**src/rtl/multichannel_asic_interface.sv**
```systemverilog
// -----------------------------------------------------------------------------
// multichannel_asic_interface
//
// Sequences one DAC-write / settle / ADC-sample transaction per start pulse:
//   IDLE -> SHIFT -> LDAC -> SETTLE -> SAMPLE -> DONE -> IDLE
// SHIFT sends an (8+DATA_WIDTH)-bit SPI frame MSB first:
//   {4'b0011 (write+update), 4-bit channel address, data_in}.
// LDAC pulses dac_ldac_n low for SCLK_DIV cycles. SETTLE waits SETTLE_CYCLES.
// SAMPLE holds adc_req until adc_ack, or for at most ADC_TIMEOUT cycles.
// DONE strobes data_valid for one cycle.
//
// Timing detail: LDAC begins with one idle cycle between dac_cs_n rising and
// dac_ldac_n falling. With adc_ack on the first SAMPLE cycle, data_valid is
// high in the cycle after edge
//   2*SCLK_DIV*(8+DATA_WIDTH) + 1 + SCLK_DIV + SETTLE_CYCLES + 1
// when the edge that accepts start is counted as edge 0. That is one edge
// earlier than 1 + 2*SCLK_DIV*(8+DATA_WIDTH) + 1 + SCLK_DIV + SETTLE_CYCLES + 1.
//
// Ports
//   clk, rst (sync, active low)   system clock / reset
//   start, ch_sel, data_in        transaction request (accepted in IDLE only)
//   busy                          transaction in progress
//   data_valid, data_out, ch_out  one-cycle result strobe, result, channel
//   timeout_err                   result invalid because the ADC never acked
//   dac_cs_n, dac_ldac_n,
//   dac_sclk, dac_din             SPI DAC pins
//   adc_req, adc_ch               sample request and channel to the ADC
//   adc_ack, adc_data             sample ready and value from the ADC
// -----------------------------------------------------------------------------
module multichannel_asic_interface #(
  parameter int DATA_WIDTH    = 16,
  parameter int ADC_WIDTH     = 16,
  parameter int NUM_CH        = 4,
  parameter int SCLK_DIV      = 2,
  parameter int SETTLE_CYCLES = 64,
  parameter int ADC_TIMEOUT   = 1024,
  localparam int CH_BITS      = (NUM_CH > 2) ? $clog2(NUM_CH) : 1
) (
  input  logic                  clk,
  input  logic                  rst,
  input  logic                  start,
  input  logic [CH_BITS-1:0]    ch_sel,
  input  logic [DATA_WIDTH-1:0] data_in,
  output logic                  busy,
  output logic                  data_valid,
  output logic [ADC_WIDTH-1:0]  data_out,
  output logic [CH_BITS-1:0]    ch_out,
  output logic                  timeout_err,
  output logic                  dac_cs_n,
  output logic                  dac_ldac_n,
  output logic                  dac_sclk,
  output logic                  dac_din,
  output logic                  adc_req,
  output logic [CH_BITS-1:0]    adc_ch,
  input  logic                  adc_ack,
  input  logic [ADC_WIDTH-1:0]  adc_data
);

  typedef enum logic [2:0] {
    S_IDLE, S_SHIFT, S_LDAC, S_SETTLE, S_SAMPLE, S_DONE
  } state_t;

  localparam int FRAME_W = 8 + DATA_WIDTH;
  localparam int BIT_W   = $clog2(FRAME_W);
  localparam int DIV_W   = (SCLK_DIV > 1) ? $clog2(SCLK_DIV) : 1;
  localparam int CNT_MAX = (ADC_TIMEOUT > SETTLE_CYCLES)
                         ? ((ADC_TIMEOUT > SCLK_DIV) ? ADC_TIMEOUT : SCLK_DIV)
                         : ((SETTLE_CYCLES > SCLK_DIV) ? SETTLE_CYCLES : SCLK_DIV);
  localparam int CNT_W   = $clog2(CNT_MAX + 1);

  localparam logic [DIV_W-1:0] DIV_LAST     = DIV_W'(SCLK_DIV - 1);
  localparam logic [BIT_W-1:0] BIT_LAST     = BIT_W'(FRAME_W - 1);
  localparam logic [CNT_W-1:0] LDAC_LAST    = CNT_W'(SCLK_DIV);
  localparam logic [CNT_W-1:0] SETTLE_LAST  = CNT_W'(SETTLE_CYCLES - 1);
  localparam logic [CNT_W-1:0] TIMEOUT_LAST = CNT_W'(ADC_TIMEOUT - 1);

  state_t               r_state;
  state_t               w_next;
  logic [CH_BITS-1:0]   r_ch;
  logic [FRAME_W-1:0]   r_shift;
  logic [DIV_W-1:0]     r_div;
  logic [BIT_W-1:0]     r_bit;
  logic [CNT_W-1:0]     r_cnt;
  logic                 r_busy;
  logic                 r_data_valid;
  logic [ADC_WIDTH-1:0] r_data_out;
  logic [CH_BITS-1:0]   r_ch_out;
  logic                 r_timeout_err;
  logic                 r_cs_n;
  logic                 r_ldac_n;
  logic                 r_sclk;
  logic                 r_adc_req;

  logic [3:0]           w_addr;
  logic [FRAME_W-1:0]   w_frame;
  logic                 w_sclk_tick;
  logic                 w_last_fall;
  logic                 w_ldac_done;
  logic                 w_settle_done;
  logic                 w_timeout;

  assign w_addr        = 4'(ch_sel);
  assign w_frame       = {4'b0011, w_addr, data_in};
  assign w_sclk_tick   = (r_div == DIV_LAST);
  assign w_last_fall   = w_sclk_tick && r_sclk && (r_bit == BIT_LAST);
  assign w_ldac_done   = (r_cnt == LDAC_LAST);
  assign w_settle_done = (r_cnt == SETTLE_LAST);
  assign w_timeout     = (r_cnt == TIMEOUT_LAST);

  // State register.
  always_ff @(posedge clk) begin
    // NOTE: sequential state uses non-blocking assignments so every flop
    // samples pre-edge values regardless of process ordering.
    if (!rst) r_state <= S_IDLE;
    else      r_state <= w_next;
  end

  // Next-state logic.
  always_comb begin
    // NOTE: default first, so no path through the case leaves w_next
    // unassigned and no latch is inferred.
    w_next = r_state;
    unique case (r_state)
      S_IDLE:   if (start)                w_next = S_SHIFT;
      S_SHIFT:  if (w_last_fall)          w_next = S_LDAC;
      S_LDAC:   if (w_ldac_done)          w_next = S_SETTLE;
      S_SETTLE: if (w_settle_done)        w_next = S_SAMPLE;
      S_SAMPLE: if (adc_ack || w_timeout) w_next = S_DONE;
      S_DONE:                             w_next = S_IDLE;
      default:                            w_next = S_IDLE;
    endcase
  end

  // Datapath and registered pin drivers.
  always_ff @(posedge clk) begin
    if (!rst) begin
      r_ch          <= '0;
      r_shift       <= '0;
      r_div         <= '0;
      r_bit         <= '0;
      r_cnt         <= '0;
      r_busy        <= 1'b0;
      r_data_valid  <= 1'b0;
      r_data_out    <= '0;
      r_ch_out      <= '0;
      r_timeout_err <= 1'b0;
      r_cs_n        <= 1'b1;
      r_ldac_n      <= 1'b1;
      r_sclk        <= 1'b0;
      r_adc_req     <= 1'b0;
    end else begin
      r_data_valid <= 1'b0;
      unique case (r_state)
        S_IDLE: begin
          if (start) begin
            r_ch    <= ch_sel;
            r_shift <= w_frame;
            r_busy  <= 1'b1;
            r_cs_n  <= 1'b0;
            r_sclk  <= 1'b0;
            r_div   <= '0;
            r_bit   <= '0;
          end
        end
        S_SHIFT: begin
          if (w_sclk_tick) begin
            r_div  <= '0;
            r_sclk <= ~r_sclk;
            // Falling edge: present the next bit. Zero fill leaves dac_din=0
            // once the last bit has gone.
            if (r_sclk) begin
              r_shift <= r_shift << 1;
              r_bit   <= r_bit + 1'b1;
              if (w_last_fall) begin
                r_cs_n <= 1'b1;
                r_cnt  <= '0;
              end
            end
          end else begin
            r_div <= r_div + 1'b1;
          end
        end
        S_LDAC: begin
          // Count 0 is the CS-to-LDAC gap; ldac_n is low for counts 1..SCLK_DIV.
          if (r_cnt == '0) r_ldac_n <= 1'b0;
          if (w_ldac_done) begin
            r_ldac_n <= 1'b1;
            r_cnt    <= '0;
          end else begin
            r_cnt <= r_cnt + 1'b1;
          end
        end
        S_SETTLE: begin
          if (w_settle_done) begin
            r_cnt     <= '0;
            r_adc_req <= 1'b1;
          end else begin
            r_cnt <= r_cnt + 1'b1;
          end
        end
        S_SAMPLE: begin
          // An ack on the expiry cycle takes priority over the timeout.
          if (adc_ack) begin
            r_data_out    <= adc_data;
            r_timeout_err <= 1'b0;
            r_adc_req     <= 1'b0;
            r_data_valid  <= 1'b1;
            r_ch_out      <= r_ch;
          end else if (w_timeout) begin
            r_data_out    <= '1;
            r_timeout_err <= 1'b1;
            r_adc_req     <= 1'b0;
            r_data_valid  <= 1'b1;
            r_ch_out      <= r_ch;
          end else begin
            r_cnt <= r_cnt + 1'b1;
          end
        end
        S_DONE:  r_busy <= 1'b0;
        default: ;
      endcase
    end
  end

  assign busy        = r_busy;
  assign data_valid  = r_data_valid;
  assign data_out    = r_data_out;
  assign ch_out      = r_ch_out;
  assign timeout_err = r_timeout_err;
  assign dac_cs_n    = r_cs_n;
  assign dac_ldac_n  = r_ldac_n;
  assign dac_sclk    = r_sclk;
  assign dac_din     = r_shift[FRAME_W-1];
  assign adc_req     = r_adc_req;
  assign adc_ch      = r_ch;

endmodule

```
**config.mk**
```make
export PLATFORM = sky130hd
export DESIGN_NAME = multichannel_asic_interface
export DESIGN_NICKNAME = d
export VERILOG_FILES = /design/src/rtl/multichannel_asic_interface.sv
export SDC_FILE = /design/constraint.sdc
export NUM_CORES = 1
export LEC_CHECK = 0
export BUFFER_PORTS_ARGS = -buffer_cell sky130_fd_sc_hd__buf_2
export CORE_MARGIN = 4
export CORE_UTILIZATION = 45
export DETAILED_ROUTE_END_ITERATION = 6
export PLACE_DENSITY_LB_ADDON = 0.08
export SLEW_MARGIN = 20
export SYNTH_ARGS = -nofsm -noshare
export SYNTH_HDL_FRONTEND = slang
export SYNTH_SLANG_ARGS = --single-unit
```
**constraint.sdc**
```tcl
create_clock -name clk -period 1.77 [get_ports clk]
set_input_delay 0.177 -clock clk [delete_from_list [all_inputs] [get_ports clk]]
set_output_delay 0.177 -clock clk [all_outputs]
set_load 0.05 [all_outputs]
```
Word-level counts from Yosys, hierarchy flattened
Index checks and enable logic that the tools add are counted.
Cells by class
  bitwise gates (word level): 1
  reduce and logical (&&, ||, !) cells: 23
  add/subtract/negate cells: 3
  multiplexer cells: 47
  equality and inequality tests: 19
Operators by type and width (number)
  $mux 11: 7
  $mux 24: 3
  $pmux 24 s2: 1
  $pmux 11 s4: 1
  $mux 16: 2
  $ne 2x2->1 const B: 9
  $mux 1: 16
  $mux 3: 5
  $mux 5: 3
  $pmux 3 s5: 1
  $reduce_and 2->1: 6
  $add 11x1->11 const B: 1
  $eq 11x10->1 const B: 1
  $eq 11x2->1 const B: 1
  $eq 11x6->1 const B: 1
  $logic_not 11->1: 1
  $pmux 1 s2: 5
  $pmux 5 s2: 1
  $reduce_and 5->1: 2
  $reduce_bool 2->1: 5
  $eq 3x2->1 const B: 2
  $eq 3x3->1 const B: 2
  $reduce_and 3->1: 2
  $reduce_and 6->1: 1
  12 further kinds: 14
Storage, ports and cells
  word-level logic and storage cells: 108
  bits of input ports: 38
  output and inout bits: 28
  flip-flop bits (word level): 71

Depth between registers and ports, before layout
  depth in word-level cells: 6
  depth in mapped cells: 8
  depth with buffers taken out: 6

Worst setup path before layout
OpenSTA, ideal clock, no wires.
  path type: flip-flop to flip-flop
  from: reg r_sclk, in the netlist dac_sclk
  to: reg r_cnt[9]
  required time: 1.640 ns
  stages on the path, launching flop included: 7
  period minus slack after synthesis: 1.917 ns
  library setup time: 0.130 ns
  path slack: -0.147 ns
  data arrival time: 1.787 ns
  cells stage by stage: dfxtp_1 nand3_1 o311ai_2 o21ai_2 buf_4 a32oi_1 o41ai_2
On the way
  longest elaborated chain between the ends: 4
  elaborated cells between the ends (all ways): 5
  those cells by class: 2 x eq/ne; 3 x reduce/logical
Ends and longest elaborated chain
  from (decl): line 91  | logic r_sclk;
  from (signal assigned): line 168  | r_sclk <= ~r_sclk;
  $logic_and 1x1->1 (2 in series): line 105  | assign w_last_fall = w_sclk_tick && r_sclk && (r_bit == BIT_LAST);
  $ne 2x2->1 (no source line)
  $reduce_and 6->1 (no source line) *
  to (signal assigned): line 190  | r_cnt <= r_cnt + 1'b1;
  to (signal assigned): line 198  | r_cnt <= r_cnt + 1'b1;
  to (signal assigned): line 216  | r_cnt <= r_cnt + 1'b1;
  to (decl): line 83  | logic [CNT_W-1:0] r_cnt;
Mark *: on every way between the ends. The rest lies on a longest branch, timed or not.
A chain may end at the register's enable or synchronous reset.

Final worst setup path
  from: reg r_bit[0]
  to: reg r_cnt[3]
On the way
  longest elaborated chain between the ends: 4
Ends and longest elaborated chain
  from (decl): line 82  | logic [BIT_W-1:0] r_bit;
  from (signal assigned): line 173  | r_bit <= r_bit + 1'b1;
  $eq 5x5->1: line 105
  $logic_and 1x1->1: line 105
  $ne 2x2->1 (no source line)
  $reduce_and 6->1 (no source line)
No other way between the ends.

==> impl_summary.md <==
Die
For this configuration, the core starts out at a cell density of 46.59%. The total core area is 6832 um2. The width of the die is 92.11 um. 66 I/O pins were placed.

The die covers 8483 um2. The die height is slightly above 90 um. The number of core rows is 30.

Finish
The number of antenna diodes in the final layout is 0. After the last flow step, the layout net total stands at about 490. The leading cell type in the layout, fill and taps excluded is sky130_fd_sc_hd__buf_2. The number of inserted filler cells in the final layout is 582. From synthesis to final layout, the design area changed by 41.35%. The final design instance area without fill is 4499 um2. The fraction of final layout cells sized beyond drive strength 1 is 45.95%. The area used by sequential logic in the layout is 1439 um2. Leaving out fill and tap cells, the most frequent cells in the layout are sky130_fd_sc_hd__buf_2, sky130_fd_sc_hd__dfxtp_1, sky130_fd_sc_hd__buf_4, sky130_fd_sc_hd__nor2_1, sky130_fd_sc_hd__nand2_1.

Once layout is complete, the cells apart from fillers number 553. The multi-input combinational cell area is 1794 um2.

STA
The remaining max-slew budget at the tightest pin is 71.98%. The number of max-slew violations in the final report is 0. The worst clock skew on the final layout is 7.572 ps.

The final number of hold-violating endpoints is 0. The tightest hold path in the finished design has a slack of approximately 85 ps. The final critical path time including I/O delays and setup is between 1500 and 2000 ps. The final setup slack of the worst path is -63.68 ps. Static timing analysis puts the maximum clock frequency at 545.4 MHz. The pin slew with the least headroom to its limit is approximately 420 ps. Setup violations remaining at the end of the flow were counted as 6. For the final routed database, the setup TNS stands at -198.4 ps. Setup repair after global routing could not meet its margin everywhere. After layout, the worst path uses 103.6% of the clock period.

Synth
In the synthesized netlist the dominant register cell turns out to be sky130_fd_sc_hd__dfxtp_1. In this run, distinct cell masters in the synthesized netlist total 51. Sequential cells were found to cover between 40% and 50% of the synthesized design area. Yosys printed 0 warnings. The number of nets produced by synthesis is 374. The synthesized area per cell is between 9 and 10 um2.

After technology mapping, the gate count stands at about 330. After synthesis the netlist holds a flip-flop and latch count of 71. The netlist area before placement is between 3000 and 4000 um2. The count of flip-flops with a built-in enable after synthesis is 0. For this run, asynchronously set or reset flops after synthesis account for 0%.

Power and ir drop
The largest vdd supply drop is 589.8 uV. The static leakage is 1.847 nW. The proportion of total power due to net switching is 27.53%. The combinational power share is 15.6%. The internal power consumption is 2.591 mW. The total net switching power is just under 1 mW.

The portion of total power attributed to sequential cells is 47.8%. In this run, the clock network consumes 36.7% of the power. The total power per unit cell area is 794.7 nW/um2.

Clocking
No sink is reached through more buffers than the 2 on the longest clock path. Clock-pin slew was measured on the worst setup and hold paths at 80 ps. Buffers inserted during clock tree synthesis total 9. The TritonCTS clock tree is done. The count of clock tree sinks is just over 70. The hold buffer count at CTS is 0. For the worst-skew pair, the clock arrives at the later sink with an insertion delay of 340 ps. The cell at the root of the clock tree is sky130_fd_sc_hd__clkbuf_8. The number of levels the H-tree was split into is 3.

Setup path
STA classifies the critical path endpoint as a flop. The maximum fanout along the worst path is 7. For the worst setup path, the data arrival time is approximately 2100 ps. STA classifies the critical path startpoint as a flop. For the worst setup path, the data required time is approximately 2000 ps. The critical path class is flop to flop.

Route
The per-cell via count in the routed design is 5.309. The starting DRC count in detailed routing is 139. Dividing the detail-routed wire length by the instance count gives approximately 15 um. The post-route DRC violation count is 0.

The final route contains between 2000 and 3000 vias. The count of nets left with antenna violations once routing finished came out at 0. Summed over all layers, the routed wires come to about 8.4 mm. The first-pass iteration count of the detailed router is 6.

Place
During placement, the flow inserted port buffers numbering 65. Routability-driven placement finished with a final weighted congestion of 0.8204. The total placed instance area is 3928 um2.

The cell count after placement is 519. Detailed placement ended at an HPWL of 5.375 mm.

GRT
The largest net degree at the start of global routing is 40. The via count of the first global-routing pass is 2715. The final global-route overflow total is 0. The first global-routing pass estimated 13.08 mm of wire. Global routing used between 10% and 20% of the available tracks across all layers. The initial antenna violation count was 0.

Status
The final reports fail on setup timing. The run finished, with violations left.

Run
The number of violations of the max-capacitance limit is 0.

Min path
The worst hold-check path type is input pin to flop.
power groups by stage:
stage | combinational [mW] | clock [mW] | sequential [mW]
3_5_place_dp | 0.471 | 0 | 1.75
5_1_grt | 0.601 | 1.40 | 1.72
4_1_cts | 0.517 | 1.33 | 1.71
3_3_place_gp | 0.465 | 0 | 1.74
6_report | 0.557 | 1.31 | 1.71
2_1_floorplan | 0.303 | 0 | 1.77
critical path, cell delays in order (launching register included):
cell                       delay, ps
sky130_fd_sc_hd__dfxtp_4         370
sky130_fd_sc_hd__ha_4            140
sky130_fd_sc_hd__nand4b_1        170
sky130_fd_sc_hd__o311ai_4        400
sky130_fd_sc_hd__o21ai_4         160
sky130_fd_sc_hd__or3_4           400
sky130_fd_sc_hd__a21oi_2         130
cell families (layout without fill, tap and decap cells):
family	count (synthesis)	in the layout	share of synthesized area (%)
AOI/OAI and AO/OA	79	80	20.68
xor gates and xnor gates	8	8	2.201
adders and majority gates	4	4	1.572
buffers and inverters	28	152	4.717
DFF	71	71	44.65
muxes	20	20	6.289
and+or+nand+nor	122	122	19.89
area by class of cell:
class                      instances  share of cell area, %
inverter                           6                 0.5006
clock inverter                     6                  1.557
timing repair buffer             130                  20.58
sequential                        71                  31.98
clock buffer                      10                  2.836
tap                               96                  2.670
multi-input combinational        234                  39.88
sequential cells by signal (all words and copies together), names as in the netlist, 2 cells and up:
register / flops
r_shift: 24
data_out: 16
r_cnt: 11
r_bit: 5
r_state: 3
adc_ch: 2
ch_out: 2
metal layers:
layer	global-route usage, %	routed length (um)
met5	0	0
met4	4.455	95
met3	4.676	437
met2	30.78	4090
met1	25.17	3774
cell usage after synthesis (all sizes together) (2+ instances only):
cell type  number  area share (%)
nor2           39             4.6
o21ai          11             2.3
nor2b           2            0.39
nand3          15             2.4
buf            14             3.1
nor3            8             1.3
a21oi          20             3.1
o221a          16             5.7
o211ai          2            0.47
clkbuf          8            0.94
xnor2           4             1.1
nand2          28             3.3
ha              4             1.6
inv             6            0.71
dfxtp          71              45
xor2            4             1.1
mux2i          20             6.3
nand2b          3            0.83
nand3b          3            0.71
a211oi         17             5.3
a21o            2            0.47
nand4           6             1.2
or4             2            0.47
or3             4            0.79
nor3b           3             1.1
and4            2            0.55
per-stage QoR:
step | power, mW | setup slack (ps) | utilization [%]
floorplan | 2.068 | 0.2096 | -
global placement | 2.208 | -106.6 | 57.49
detailed placement | 2.217 | -108.9 | 57.49
CTS | 3.561 | -36.36 | 62.67
global route | 3.718 | -91.05 | 65.86
finish | 3.576 | -63.68 | 65.86
worst paths after layout:
path / from / endpoint / slack [ps] / cells after the start
worst min-delay path: data_in[0] / r_shift[0] / 80 / 3
worst min register to register: dac_cs_n / dac_cs_n / 460 / 2
worst max register to register: r_bit[0] / r_cnt[3] / -60 / 6
worst max-delay path: r_bit[0] / r_cnt[3] / -60 / 6
what timing repair did:
item,in CTS,in global routing
endpoints found under the setup margin,50,39
gates cloned,2,1
resized for setup,12,33
setup buffers,7,8
pin swaps,8,17
Note: power is estimated with default switching activity, not from simulation.
